$ cat src/rtl/dmem_arb_pkg.sv
// Shared types and sizing helpers for the data-RAM arbiter.
package dmem_arb_pkg;

    typedef enum logic [1:0] {
        IDLE = 2'd0,
        CORE = 2'd1,
        DMA  = 2'd2
    } arb_state_e;

    localparam int WAIT_W = 5;

    // Wide enough to hold the saturation value itself.
    function automatic int starve_w(input int max_val);
        return (max_val < 1) ? 1 : $clog2(max_val + 1);
    endfunction

endpackage

$ cat src/rtl/dmem_wait_cnt.sv
// Loadable wait-state down-counter; `last` marks the access completion cycle.
module dmem_wait_cnt
    import dmem_arb_pkg::*;
(
    input  logic              clk,
    input  logic              reset,
    input  logic              load,
    input  logic [WAIT_W-1:0] load_val,
    input  logic              dec,
    output logic              last
);

    logic [WAIT_W-1:0] cnt_q;

    always_ff @(posedge clk or posedge reset) begin
        if (reset)
            cnt_q <= '0;
        else if (load)
            cnt_q <= load_val;
        else if (dec && cnt_q != '0)
            cnt_q <= cnt_q - 1'b1;
    end

    assign last = (cnt_q == WAIT_W'(1));

endmodule

$ cat src/rtl/dmem_arbiter.sv
// Shares the data RAM between the core memory stage and the DMA port,
// inserting wait states and stalling the pipeline while the core waits.
//
//   state | meaning
//   IDLE  | arbitrate; zero-wait core accesses complete here
//   CORE  | core owns the RAM, counting down wait states
//   DMA   | captured DMA request owns the RAM, counting down
module dmem_arbiter
    import dmem_arb_pkg::*;
#(
    parameter int DATA_W     = 32,
    parameter int ADDR_W     = 32,
    parameter int WAIT_CYC   = 0,
    parameter int STARVE_MAX = 4
) (
    input  logic              clk,
    input  logic              reset,
    input  logic              core_req_i,
    input  logic              core_we_i,
    input  logic [ADDR_W-1:0] core_addr_i,
    input  logic [DATA_W-1:0] core_wdata_i,
    output logic [DATA_W-1:0] core_rdata_o,
    output logic              core_stall_o,
    input  logic              dma_valid_i,
    output logic              dma_ready_o,
    input  logic              dma_we_i,
    input  logic [ADDR_W-1:0] dma_addr_i,
    input  logic [DATA_W-1:0] dma_wdata_i,
    output logic              dma_rvalid_o,
    output logic [DATA_W-1:0] dma_rdata_o,
    output logic [ADDR_W-1:0] ram_addr_o,
    output logic [DATA_W-1:0] ram_wdata_o,
    output logic              ram_we_o,
    input  logic [DATA_W-1:0] ram_rdata_i,
    output logic              busy_o
);

    localparam int SW = starve_w(STARVE_MAX);
    localparam logic [WAIT_W-1:0] CORE_LOAD = WAIT_W'(WAIT_CYC);
    localparam logic [WAIT_W-1:0] DMA_LOAD  = WAIT_W'(WAIT_CYC + 1);

    arb_state_e        state_q, state_d;
    logic [SW-1:0]     starve_q, starve_d;
    logic              dma_we_q;
    logic [ADDR_W-1:0] dma_addr_q;
    logic [DATA_W-1:0] dma_wdata_q;

    logic              cnt_load;
    logic [WAIT_W-1:0] cnt_load_val;
    logic              cnt_dec;
    logic              cnt_last;

    logic              core_wins;
    logic              core_done;
    logic              dma_rd_done;

    dmem_wait_cnt u_wait_cnt (
        .clk      (clk),
        .reset    (reset),
        .load     (cnt_load),
        .load_val (cnt_load_val),
        .dec      (cnt_dec),
        .last     (cnt_last)
    );

    assign core_wins = core_req_i && (!dma_valid_i || starve_q < SW'(STARVE_MAX));

    always_comb begin
        state_d      = state_q;
        cnt_load     = 1'b0;
        cnt_load_val = CORE_LOAD;
        cnt_dec      = 1'b0;
        ram_addr_o   = core_addr_i;
        ram_wdata_o  = core_wdata_i;
        ram_we_o     = 1'b0;
        core_done    = 1'b0;
        dma_ready_o  = 1'b0;
        dma_rd_done  = 1'b0;

        case (state_q)
            IDLE: begin
                if (core_wins) begin
                    if (WAIT_CYC == 0) begin
                        core_done = 1'b1;
                        ram_we_o  = core_we_i;
                    end else begin
                        cnt_load     = 1'b1;
                        cnt_load_val = CORE_LOAD;
                        state_d      = CORE;
                    end
                end else if (dma_valid_i) begin
                    // Acceptance cycle only captures; the RAM is driven from DMA state.
                    dma_ready_o  = 1'b1;
                    cnt_load     = 1'b1;
                    cnt_load_val = DMA_LOAD;
                    state_d      = DMA;
                end
            end
            CORE: begin
                if (!core_req_i) begin
                    state_d = IDLE;
                end else begin
                    cnt_dec = 1'b1;
                    if (cnt_last) begin
                        core_done = 1'b1;
                        ram_we_o  = core_we_i;
                        state_d   = IDLE;
                    end
                end
            end
            DMA: begin
                ram_addr_o  = dma_addr_q;
                ram_wdata_o = dma_wdata_q;
                cnt_dec     = 1'b1;
                if (cnt_last) begin
                    ram_we_o    = dma_we_q;
                    dma_rd_done = !dma_we_q;
                    state_d     = IDLE;
                end
            end
            default: state_d = IDLE;
        endcase
    end

    always_comb begin
        starve_d = starve_q;
        if (!dma_valid_i || dma_ready_o)
            starve_d = '0;
        else if (core_done && starve_q < SW'(STARVE_MAX))
            starve_d = starve_q + SW'(1);
    end

    assign core_rdata_o = ram_rdata_i;
    assign core_stall_o = core_req_i && !core_done;
    assign busy_o       = (state_q != IDLE);

    always_ff @(posedge clk or posedge reset) begin
        if (reset) begin
            state_q      <= IDLE;
            starve_q     <= '0;
            dma_we_q     <= 1'b0;
            dma_addr_q   <= '0;
            dma_wdata_q  <= '0;
            dma_rvalid_o <= 1'b0;
            dma_rdata_o  <= '0;
        end else begin
            state_q      <= state_d;
            starve_q     <= starve_d;
            dma_rvalid_o <= dma_rd_done;
            if (dma_ready_o) begin
                dma_we_q    <= dma_we_i;
                dma_addr_q  <= dma_addr_i;
                dma_wdata_q <= dma_wdata_i;
            end
            if (dma_rd_done)
                dma_rdata_o <= ram_rdata_i;
        end
    end

endmodule

$ cat config.mk
export PLATFORM = sky130hd
export DESIGN_NAME = dmem_arbiter
export DESIGN_NICKNAME = d
export VERILOG_FILES = /design/src/rtl/dmem_arb_pkg.sv /design/src/rtl/dmem_wait_cnt.sv /design/src/rtl/dmem_arbiter.sv
export SDC_FILE = /design/constraint.sdc
export NUM_CORES = 1
export LEC_CHECK = 0
export BUFFER_PORTS_ARGS = -buffer_cell sky130_fd_sc_hd__buf_4
export CORE_MARGIN = 4
export CORE_UTILIZATION = 45
export DETAILED_ROUTE_END_ITERATION = 16
export HOLD_SLACK_MARGIN = 0.12
export PLACE_DENSITY = 0.89
export SYNTH_ARGS = -nofsm -noshare
export SYNTH_HDL_FRONTEND = slang
export SYNTH_SLANG_ARGS = --single-unit
$ cat constraint.sdc
create_clock -name clk -period 3.8 [get_ports clk]
set_input_delay 0.19 -clock clk [delete_from_list [all_inputs] [get_ports clk]]
set_output_delay 0.19 -clock clk [all_outputs]
set_load 0.02 [all_outputs]
==> results.md <==
- Share of cells above drive strength 1: 0.646
- Status: finished, final reports clean
- Initial Util: 0.458
- GRT overflow: 0
- Final min period: 2.86 ns
- Die Wd: 118 um
- VDD IR max: 475 uV
- Leak Pwr: around 4.3 nW
- Drt initial violations: 202
- WL/cell: 19.5 um
- Die Ht: 118 um
- Final total power: ~6.5 mW
- Largest net degree at the start of global routing: 70
- CTS-repair resized insts: 0
- Syn Nets: 562
- Cts hold-fix bufs: a little under 100
- Grt met2 use: 0.457
- Core footprint: 0.0120 sq mm
- Crit path DAT: 2.67 ns
- H-Tree Depth: 3
- Syn_area_per_cell: ~14 sq um
- Setup tns final: 0 ns
- Commonest non-fill, non-tap cells in the layout: buf_4 (302), mux2_2 (134), dfrtp_1 (108), dlygate4sd3_1 (98), mux2_4 (29)
- Final setup viols: 0
- CTS tree: done
- CP startpoint kind: register
- Root buf cell: clkbuf_16
- Post-CTS Setup Repair Bufs: 0
- Sequential cell area: roughly 0.0027 sq mm
- Hold Crit Class: in2reg
- FILL cells: just over 700
- First-pass detailed-route iteration total: 4
- CTS clk-pin slew, worst paths: approximately 0.08 ns
- DR vias: 4616
- IO Pins: between 200 and 300
- Cells after Synth: 388
- Post-synthesis sequential area ratio: 0.493
- Clk_skew: 0.0130 ns
- Fin cells: 900
- Yosys reg bits: between 100 and 150
- Max cap viols: 0
- Syn. warnings: 0
- DP Area: between 0.007 and 0.008 sq mm
- Initial antenna violation count: 1
- Num rows: 40
- Via density: 5.13
- Fmax: around 350 MHz
- GRT met3 Usage: 0.0670
- Layout area overhead: 61.9%
- Clock Latency Late Sink: around 0.35 ns
- DRC viols: 0
- Crit path max fanout: 69
- Port Buffers: 298
- Number of global-route vias before repair: 5346
- Yosys cell types: 37
- Pwr dens: approximately 730 mW/mm^2
- Slew @ Worst Pin: between 0.9 and 1 ns
- Fin. Hold Viols: 0
- Global route hottest layer: met2
- Clock sinks: about 110
- Clock buffer depth: 2
- CP Class: reg2out
- GPL Wtd Cong: slightly above 0.8
- Final WL: 17600 um
- GRT Overall Usage: 0.247
- Dpl cells: between 700 and 800
- Unrepaired setup endpoints after global routing: no
- CTS buffer count: 9
- Final #Nets: just over 900
- Dpl hpwl: between 10000 and 15000 um
- Leading cell type in the layout, fill and taps excluded: buf_4
- Routed Antenna Nets: 0
- Max_slew headroom: 0.337
- Fin crit share: 0.753
- First-pass GRT wire length: 27800 um
- M1 GR Usage: 0.253
- Slew Limit Fails: 0
- Critical Path End Type: primary output
- Post-synthesis instance area: around 0.0055 sq mm
- Design area: about 0.009 sq mm
- Area occupied by multi-input gates: 0.00240 sq mm
- Critical Path RT: 3.61 ns
- Fin util: 0.742
- Die footprint: approximately 0.014 sq mm
==> area by class of cell <==
cell class | instances | share of cell area
Clock inverter | 5 | 0.00663
Sequential cell | 108 | 0.304
Multi-Input combinational cell | 218 | 0.270
Tap cell | 147 | 0.0207
Timing Repair Buffer | 400 | 0.366
Antenna cell | 1 | 0.000282
Inverter | 10 | 0.00451
Clock buffer | 11 | 0.0273
==> synthesized netlist by cell type <==
library cell,number,area share
mux2_2,134,0.28
dfrtp_1,108,0.49
buf_4,32,0.044
mux2_4,29,0.079
buf_2,13,0.012
inv_1,10,0.0068
ha_1,8,0.018
a21oi_1,5,0.0046
a31oi_1,5,0.0057
nand2_1,5,0.0034
clkbuf_1,4,0.0027
buf_6,3,0.0062
or4_1,3,0.0041
a21boi_0,2,0.0027
nor4b_1,2,0.0032
o21ai_0,2,0.0018
o22ai_1,2,0.0023
or3_1,2,0.0023
a2111oi_0,1,0.0016
a211oi_1,1,0.0014
a221oi_1,1,0.0016
a31o_2,1,0.0016
a32o_1,1,0.0018
mux2i_1,1,0.0018
nand2b_1,1,0.0011
nand3_1,1,0.00091
nand3_2,1,0.0018
nand3b_4,1,0.0037
nand4_1,1,0.0011
nor2_1,1,0.00068
nor2b_1,1,0.0011
nor3b_1,1,0.0014
nor4b_4,1,0.0043
o221ai_1,1,0.0016
o31a_1,1,0.0016
o31ai_1,1,0.0014
or4b_1,1,0.0018
==> path summary, 6_finish.rpt <==
path / start / end / slack, ns / cells past startpoint
worst max-delay path: state_q[1]$_DFFE_PP0P_ / dma_ready_o / 0.94 / 5
worst min-delay path: dma_valid_i / starve_q[0]$_DFFE_PP0P_ / 0.19 / 3
worst max register to register: state_q[1]$_DFFE_PP0P_ / dma_wdata_q[10]$_DFFE_PP0P_ / 1.15 / 4
worst min register to register: dma_wdata_q[4]$_DFFE_PP0P_ / dma_wdata_q[4]$_DFFE_PP0P_ / 0.50 / 1
max in group asynchronous: reset / dma_wdata_q[12]$_DFFE_PP0P_ / 2.38 / 4
min in group asynchronous: reset / dma_wdata_q[31]$_DFFE_PP0P_ / 0.58 / 3
==> report_power, final <==
group	internal (mW)	switching [mW]	leakage (nW)
clock network	0.531	0.426	0.142
registers	1.70	0.362	1.28
logic	1.83	1.61	2.89
total	4.06	2.40	4.31
==> sequential cells by signal (all words and copies together), names as in the netlist <==
register,flops
dma_rvalid_o,1
dma_rdata_o,32
dma_we_q,1
u_wait_cnt.cnt_q,5
state_q,2
starve_q,3
dma_addr_q,32
dma_wdata_q,32
==> per-layer routing <==
layer,vias up,part of all wire
li1,2073,-
met3,57,0.076
met5,-,0
met2,240,0.54
met1,2246,0.35
met4,0,0.039
==> stage by stage <==
stage | hold slack (ns) | setup WS, ns
finish | 0.194 | 0.937
global route | 0.202 | 0.819
CTS | 0.176 | 1.02
detailed placement | 0.412 | 1.25
global placement | 0.394 | 1.40
floorplan | 0.339 | 0.764
==> logic make-up (layout without fill, tap and decap cells) <==
family	after synthesis	count (layout)	share of synthesized area
AO/OA/AOI/OAI	24	24	0.0297
adder cells (fa/ha/maj)	8	8	0.0183
buffers and inverters	62	426	0.0714
flip-flops	108	108	0.493
multiplexers	164	164	0.357
other	0	1	0
AND/OR/NAND/NOR	22	22	0.0310
==> worst max-delay path, stage by stage (launching register included) <==
cell     delay (ns)
dfrtp_1        0.41
inv_1          0.13
ha_1           0.50
nand3_4        0.81
inv_1          0.22
buf_4          0.17
(Power assumes the default switching activity.)
